`config.mk`:
```
export PLATFORM = sky130hd
export DESIGN_NAME = count_down_arbiter
export DESIGN_NICKNAME = d
export VERILOG_FILES = /design/src/rtl/count_down_arbiter.sv
export SDC_FILE = /design/constraint.sdc
export NUM_CORES = 1
export LEC_CHECK = 0
export ABC_AREA = 1
export CAP_MARGIN = 15
export CORE_UTILIZATION = 35
export DETAILED_ROUTE_END_ITERATION = 12
export PLACE_DENSITY_LB_ADDON = 0.2
export SYNTH_ARGS = -nofsm -noshare
export SYNTH_HDL_FRONTEND = slang
export SYNTH_SLANG_ARGS = --single-unit
```
`constraint.sdc`:
```
create_clock -name clk -period 1.36 [get_ports clk]
set_input_delay 0.136 -clock clk [delete_from_list [all_inputs] [get_ports clk]]
set_output_delay 0.136 -clock clk [all_outputs]
set_load 0.02 [all_outputs]
```
`src/rtl/count_down_arbiter.sv`:
```
// Shares one WIDTH-bit count-to-zero timer between NREQ requesters.
// Optional build macro FIXED_PRIORITY_EN selects fixed (lowest index wins) arbitration instead of round-robin.
module count_down_arbiter #(
  parameter int NREQ  = 2,
  parameter int WIDTH = 4
) (
  input  logic                  clk,
  input  logic                  reset,
  input  logic [NREQ-1:0]       req,
  input  logic [NREQ*WIDTH-1:0] load_val,
  input  logic                  pause,
  output logic [NREQ-1:0]       grant,
  output logic [WIDTH-1:0]      count,
  output logic                  busy,
  output logic [NREQ-1:0]       done
);

  localparam int unsigned IW = (NREQ > 1) ? $clog2(NREQ) : 1;

  localparam logic [1:0] S_IDLE = 2'd0;
  localparam logic [1:0] S_RUN  = 2'd1;
  localparam logic [1:0] S_DONE = 2'd2;

  logic [1:0]       state, state_n;
  logic [NREQ-1:0]  grant_n;
  logic [WIDTH-1:0] count_n;
  logic [IW-1:0]    owner, owner_n;
  logic [IW-1:0]    win;
  logic             found;
  logic [WIDTH-1:0] lv [NREQ];

`ifndef FIXED_PRIORITY_EN
  logic [IW-1:0]    last, last_n;
  int               rr_idx;
`endif

  // Unpack per-requester load values
  always_comb begin
    for (int k = 0; k < NREQ; k++) begin
      lv[k] = load_val[k*WIDTH +: WIDTH];
    end
  end

  // Winner selection among pending requests
  always_comb begin
    found = 1'b0;
    win   = '0;
`ifdef FIXED_PRIORITY_EN
    for (int k = NREQ - 1; k >= 0; k--) begin
      if (req[IW'(k)]) begin
        found = 1'b1;
        win   = IW'(k);
      end
    end
`else
    rr_idx = 0;
    for (int k = 1; k <= NREQ; k++) begin
      rr_idx = int'(last) + k;
      if (rr_idx >= NREQ) rr_idx = rr_idx - NREQ;
      if (!found && req[IW'(rr_idx)]) begin
        found = 1'b1;
        win   = IW'(rr_idx);
      end
    end
`endif
  end

  // Next-state and registered-output logic
  always_comb begin
    state_n = state;
    grant_n = grant;
    count_n = count;
    owner_n = owner;
`ifndef FIXED_PRIORITY_EN
    last_n  = last;
`endif
    case (state)
      S_IDLE: begin
        if (found) begin
          grant_n = NREQ'(1) << win;
          count_n = lv[win];
          owner_n = win;
`ifndef FIXED_PRIORITY_EN
          last_n  = win;
`endif
          state_n = (lv[win] == '0) ? S_DONE : S_RUN;
        end
      end
      S_RUN: begin
        if (!req[owner]) begin
          state_n = S_IDLE;
          grant_n = '0;
          count_n = '0;
        end else if (!pause) begin
          if (count != '0) count_n = count - WIDTH'(1);
          if (count <= WIDTH'(1)) state_n = S_DONE;
        end
      end
      S_DONE: begin
        state_n = S_IDLE;
        grant_n = '0;
      end
      default: begin
        state_n = S_IDLE;
        grant_n = '0;
        count_n = '0;
      end
    endcase
  end

  always_ff @(posedge clk or posedge reset) begin
    if (reset) begin
      state <= S_IDLE;
      grant <= '0;
      count <= '0;
      owner <= '0;
`ifndef FIXED_PRIORITY_EN
      last  <= IW'(NREQ - 1);
`endif
    end else begin
      state <= state_n;
      grant <= grant_n;
      count <= count_n;
      owner <= owner_n;
`ifndef FIXED_PRIORITY_EN
      last  <= last_n;
`endif
    end
  end

  // Status decodes straight from registered state
  assign busy = (state != S_IDLE);
  assign done = (state == S_DONE) ? grant : '0;

endmodule

```
==> flow_summary.json, run 1 <==
{
  "dp.cells": 172,
  "path_max_fanout": 3,
  "clk_latency_ns": 0.26,
  "die_area_mm2": 0.002349,
  "cts_buffer_depth": 2,
  "cp_slowest_cell": "dfrtp_1",
  "fillers": 208,
  "pwr-share-seq_pct": 23.8,
  "synth_top_area_share_pct": 29.80,
  "initial_core_util_pct": 37.75,
  "highest_layer": "met4",
  "maxCapViolCount": 0,
  "slew_viol_final": 0,
  "yosysSeqAreaShare_pct": 33.28,
  "crit_buf_inv": 1,
  "hold-worst-slack_ns": 0.1403,
  "grt_pass1_vias": 704,
  "synth_area_um2": 755.7,
  "yosysMostFrequentCell": "nand2_1",
  "worst-path-stages": 3,
  "syn-mean-instance-area_um2": 6.688,
  "place_ws_ns": -0.1108,
  "grt_pass1_wl_um": 2746,
  "rsz0062_at_grt": "yes",
  "fin_ws_ns": 0.05976,
  "clockPowerShare_pct": 8.5,
  "wl_met3_um": 74,
  "netSwitchingPower_mw": 1.140,
  "leakagePower_nw": 0.6201,
  "first_iter_violations": 12,
  "wl_met2_um": 799,
  "diodes": 0,
  "crit_chain": "or2_1, nor2_1, buf_2",
  "grt.overflow.total": 0,
  "wl_per_cell_um": 9.500,
  "drt-met1-wl_um": 803,
  "die_x_um": 48.47,
  "worst_ep_required_time_ns": 1.22,
  "synth_cells": 113,
  "io_buffers": 21,
  "drc": 0,
  "min_path_type": "input port to async pin",
  "irDropWorstVdd_mv": 1.167,
  "finalHoldViolations": 0,
  "clock_sink_count": 10,
  "cts_made_buffers": 3,
  "internal_power_mw": 1.267,
  "cpPeakStageDelay_ns": 0.38,
  "startpoint_type": "flop",
  "yosys_warnings": 0,
  "critical_path_class": "flop to output pin",
  "grt_max_degree": 11,
  "end_kind": "output pin",
  "via_per_inst": 4.371,
  "antenna_found_initial": 0,
  "drive_gt1_share_pct": 37.09,
  "synthArstFlopShare_pct": 100.0,
  "std_cell_rows": 16,
  "rr_worst_depth": 9,
  "crit_start": "state[0]",
  "ioPinCount": 22,
  "worst_slew_pin_slew_ns": 0.3603,
  "period_share_pct": 95.61,
  "rr_startpoint": "count[1]",
  "critical_path.top_delay_family": "flip-flops",
  "clk_pin_slew_ns": 0.06,
  "endpoint": "done[1]",
  "p_comb_share_pct": 67.7,
  "regToRegEndpoint": "count[1]",
  "max_freq_mhz": 769.1,
  "cts_root_buffer": "clkbuf_4",
  "power_density_mw_per_mm2": 2049,
  "dieHeight_um": 48.47,
  "yosysTopAreaCell": "dfrtp_1",
  "p_sw_share_pct": 47.36,
  "synth_edf_count": 0,
  "grt.total_usage_pct": 14.74,
  "ys.flop_type": "dfrtp_1",
  "core_mm2": 0.002002,
  "r2r_setup_slack_ns": 0.06,
  "cts_tree": "yes",
  "dpl.hpwl_um": 1367,
  "syn_nets": 128,
  "area_growth_pct": 55.46,
  "vias": 778,
  "htreeDepth": 1,
  "place.gp.congestion": 0.7798,
  "status": "completed",
  "instances_no_fill": 178,
  "fin_skew_ns": 0.005358,
  "firstDrtPassIters": 4,
  "yosys-top-cells-area": "dfrtp_1 30%, nand2_1 23%, inv_1 7.0%",
  "arrival_ns": 1.16,
  "ys_types": 22,
  "netlist_top_cells_count": "46 x nand2_1, 14 x inv_1, 9 x dfrtp_1",
  "drt-total-wl_um": 1691,
  "cts.hold.buffers_added": 0,
  "antenna_left": 0,
  "ys_seq_elements": 10,
  "slew_headroom_pct": 75.95,
  "min_period_ns": 1.300,
  "fin_nets": 167,
  "setup-violations-final": 0
}
[repair_timing]
| item | in CTS | in global routing |
|---|---|---|
| pin swaps | 0 | 9 |
| gates resized for setup | 19 | 21 |
| setup buffers | 0 | 2 |
| endpoints found under the setup margin | 13 | 7 |
[per-layer routing]
metal  vias to the layer above  global-route usage (%)
li1                        418                       -
met1                       338                   19.68
met2                        20                   24.18
met3                         2                  0.9434
met4                         0                   7.353
met5                         -                       0
[flip-flops by register name (all words and copies together) (netlist names)]
name and cells:
owner 1, count 4, state 2, grant 2
last 1
[stage by stage]
step                      utilization (%)  TNS [ns]  total power, mW  cell area [um2]
final                               58.69         0            2.407             1175
after global routing                58.69  -0.08005            2.633             1175
after CTS                           55.19         0            2.245             1105
after detailed placement            54.19   -0.3259            2.072             1085
after global placement              54.19   -0.1438            2.042             1085
after floorplan                         -         0            1.497            758.2
[power by group through the flow]
| stage | logic (mW) | registers, mW | clock network [mW] |
|---|---|---|---|
| 2_1_floorplan | 0.849 | 0.648 | 0 |
| 3_3_place_gp | 1.49 | 0.547 | 0 |
| 3_5_place_dp | 1.52 | 0.555 | 0 |
| 4_1_cts | 1.49 | 0.547 | 0.210 |
| 5_1_grt | 1.82 | 0.591 | 0.222 |
| 6_report | 1.63 | 0.572 | 0.204 |
[cell usage in the layout, fill, tap and decap left out, drive strengths merged]
cell type	count
nand2	53
inv	20
buf	16
clkdlybuf4s50	12
dfrtp	9
nor2	9
dlygate4sd2	6
nand3	6
o21ai	6
clkbuf	4
or2	2
nand4	2
ha	2
nor3	1
a21oi	1
xor2	1
dfstp	1
[worst min path at each step]
stage / startpoint / endpoint / slack [ns] / depth (start not counted)
after floorplan: reset / count[2] / -0.02 / 1
after global placement: reset / count[3] / 0.43 / 2
after detailed placement: reset / count[3] / 0.44 / 2
after CTS: reset / count[3] / 0.16 / 2
after global routing: reset / count[3] / 0.18 / 2
final: reset / count[1] / 0.14 / 2
[cell type report]
class	count	area, um2	share of cell area, %
clock buffers	4	26.28	2.236
well taps	27	33.78	2.875
multi-input cells	83	494.2	42.07
inverters	20	77.57	6.603
repair buffers	34	289.0	24.60
flip-flops and latches	10	254.0	21.62
[logic make-up (layout without fill, tap and decap cells)]
logic type,after synthesis,after routing,share of synthesized area (%)
AO/OA/AOI/OAI,7,7,6.623
flip-flops,10,10,33.28
XOR/XNOR,1,1,1.159
adder cells (fa/ha/maj),2,2,3.311
buffers and inverters,20,58,9.934
AND/OR/NAND/NOR,73,73,45.70
(Power assumes the default switching activity.)
==> inputs of run 2 (changes only) <==
--- a/config.mk
+++ b/config.mk
@@ -8,6 +8,7 @@
 export ABC_AREA = 1
 export CAP_MARGIN = 15
 export CORE_UTILIZATION = 35
+export CTS_CLUSTER_DIAMETER = 120
 export DETAILED_ROUTE_END_ITERATION = 12
 export PLACE_DENSITY_LB_ADDON = 0.2
 export SYNTH_ARGS = -nofsm -noshare
==> results of run 2 <==
Same layout as run 1: the final DEF is identical, and so are final timing and power.
==> inputs of run 3 (changes only) <==
--- a/config.mk
+++ b/config.mk
@@ -7,10 +7,12 @@
 export LEC_CHECK = 0
 export ABC_AREA = 1
 export CAP_MARGIN = 15
-export CORE_UTILIZATION = 35
+export CORE_UTILIZATION = 46
 export CTS_CLUSTER_DIAMETER = 120
 export DETAILED_ROUTE_END_ITERATION = 12
 export PLACE_DENSITY_LB_ADDON = 0.2
+export SKIP_CTS_REPAIR_TIMING = 1
+export SKIP_LAST_GASP = 1
 export SYNTH_ARGS = -nofsm -noshare
 export SYNTH_HDL_FRONTEND = slang
 export SYNTH_SLANG_ARGS = --single-unit
==> run 3 against run 2 <==
Effect of this change:
- the run now ends with negative setup slack left
- combinational power grew 6%
- via count up 4.1%
- cell count down 5.1%
- clock power up 9%
- largest power group unchanged
- setup slack got worse by 0.064 ns
- critical path depth is 1 higher
- die area is 23% lower
- register-to-register slack is essentially flat
==> flow_summary.json, run 3 (synthesis gave the netlist of run 1 again) <==
{
  "arrival_ns": 1.23,
  "antenna_found_initial": 0,
  "p_sw_share_pct": 47.33,
  "clockPowerShare_pct": 8.9,
  "pwr-share-seq_pct": 22.4,
  "clk_pin_slew_ns": 0.07,
  "clock_sink_count": 10,
  "grt_pass1_vias": 784,
  "power_density_mw_per_mm2": 2099,
  "grt_pass1_wl_um": 3249,
  "crit_chain": "inv_2, or2_1, nor2_1, dlymetal6s2s_1",
  "worst_slew_pin_slew_ns": 0.4089,
  "via_per_inst": 4.793,
  "grt_max_degree": 11,
  "area_growth_pct": 58.44,
  "worst-path-stages": 4,
  "leakagePower_nw": 0.7200,
  "hold-worst-slack_ns": 0.1489,
  "io_buffers": 21,
  "grt.total_usage_pct": 24.13,
  "place.gp.congestion": 0.8125,
  "firstDrtPassIters": 4,
  "worst_ep_required_time_ns": 1.22,
  "violations": "negative setup slack",
  "status": "complete, but fails checks",
  "fin_ws_ns": -0.004469,
  "period_share_pct": 100.3,
  "drt-total-wl_um": 1989,
  "drc": 0,
  "vias": 810,
  "fillers": 114,
  "final_common_cell": "nand2_1",
  "path_max_fanout": 3,
  "htreeDepth": 1,
  "clk_latency_ns": 0.27,
  "setup-violations-final": 1,
  "rr_worst_depth": 9,
  "fin_skew_ns": 0.004694,
  "startpoint_type": "flop",
  "irDropWorstVdd_mv": 1.160,
  "cts_buffer_depth": 2,
  "top_register": "count",
  "die_area_mm2": 0.001809,
  "end_kind": "output pin",
  "min_period_ns": 1.364,
  "drive_gt1_share_pct": 35.29,
  "largest_reg_flops": 4,
  "max_freq_mhz": 732.9,
  "cts_root_buffer": "clkbuf_4",
  "cp_slowest_cell": "dfrtp_1",
  "tns_ns": -0.004469,
  "std_cell_rows": 14,
  "wl_per_cell_um": 11.77,
  "finalHoldViolations": 0,
  "crit_buf_inv": 2,
  "cts_tree": "yes",
  "diodes": 0,
  "top_regs": "count (4), grant (2), state (2)",
  "critical_path.top_delay_family": "flip-flops",
  "dieHeight_um": 42.53,
  "layout_common_cells": "41 x nand2_1, 16 x buf_4, 12 x inv_1, 12 x clkdlybuf4s50_1, 9 x nand2_2",
  "cpPeakStageDelay_ns": 0.37,
  "slew_headroom_pct": 72.71,
  "fin_nets": 169,
  "dpl.hpwl_um": 1474,
  "seqCellArea_um2": 254.0,
  "p_comb_share_pct": 68.8,
  "ioPinCount": 22,
  "cts_made_buffers": 3,
  "rsz0062_at_grt": "yes",
  "min_path_type": "input port to async pin",
  "antenna_left": 0,
  "netSwitchingPower_mw": 1.190,
  "initial_core_util_pct": 49.59,
  "fin_util_pct": 78.57,
  "critical_path_class": "flop to output pin",
  "grt.overflow.total": 0,
  "multi_input_area_um2": 479.2,
  "slew_viol_final": 0,
  "internal_power_mw": 1.324,
  "core_mm2": 0.001524,
  "die_x_um": 42.53,
  "maxCapViolCount": 0,
  "first_iter_violations": 17
}
## run 3: cell count changes in the layout (fill, tap and decap cells not counted), sizes merged
| cell | before | now |
|---|---|---|
| dlygate4sd2 | 6 | 0 |
| dlymetal6s2s | 0 | 8 |
## run 3: final timing paths
check / startpoint / end / slack [ns]
worst min register to register: last / last / 0.47
worst max-delay path: state[1] / done[1] / -0.004
worst max register to register: count[0] / count[1] / 0.06
max in group asynchronous: reset / last / 0.89
min in group clk: last / last / 0.47
worst min-delay path: reset / grant[0] / 0.15
## run 3: layout make-up
class                   count  share of cell area [%]
inverters                  20                   6.479
repair buffers             36                   28.42
flip-flops and latches     10                   21.21
well taps                  16                   1.672
multi-input cells          83                   40.02
clock buffers               4                   2.194
## run 3: per-layer routing
metal  vias to the layer above  global-route usage (%)  wire length, um
li1                        424                       -                -
met1                       357                   29.35              877
met2                        23                   39.38              974
met3                         6                   3.879               73
met4                         0                   15.00               63
met5                         -                       0                0
## run 3: per-stage QoR
stage               instance area (um2)  power (mW)  instances  worst slack (ns)
global placement                   1079       2.061        162          -0.08332
finish                             1197       2.514        169         -0.004469
floorplan                         758.2       1.497        113          0.004176
CTS                                1105       2.350        166           -0.4028
global route                       1197       2.723        169          -0.07137
detailed placement                 1079       2.116        162           -0.1068
## run 3: power by group through the flow
stage	clock network, mW	registers, mW	logic, mW
detailed placement	0	0.554	1.56
global placement	0	0.542	1.52
CTS	0.228	0.549	1.57
global route	0.238	0.581	1.90
finish	0.223	0.562	1.73
floorplan	0	0.648	0.849
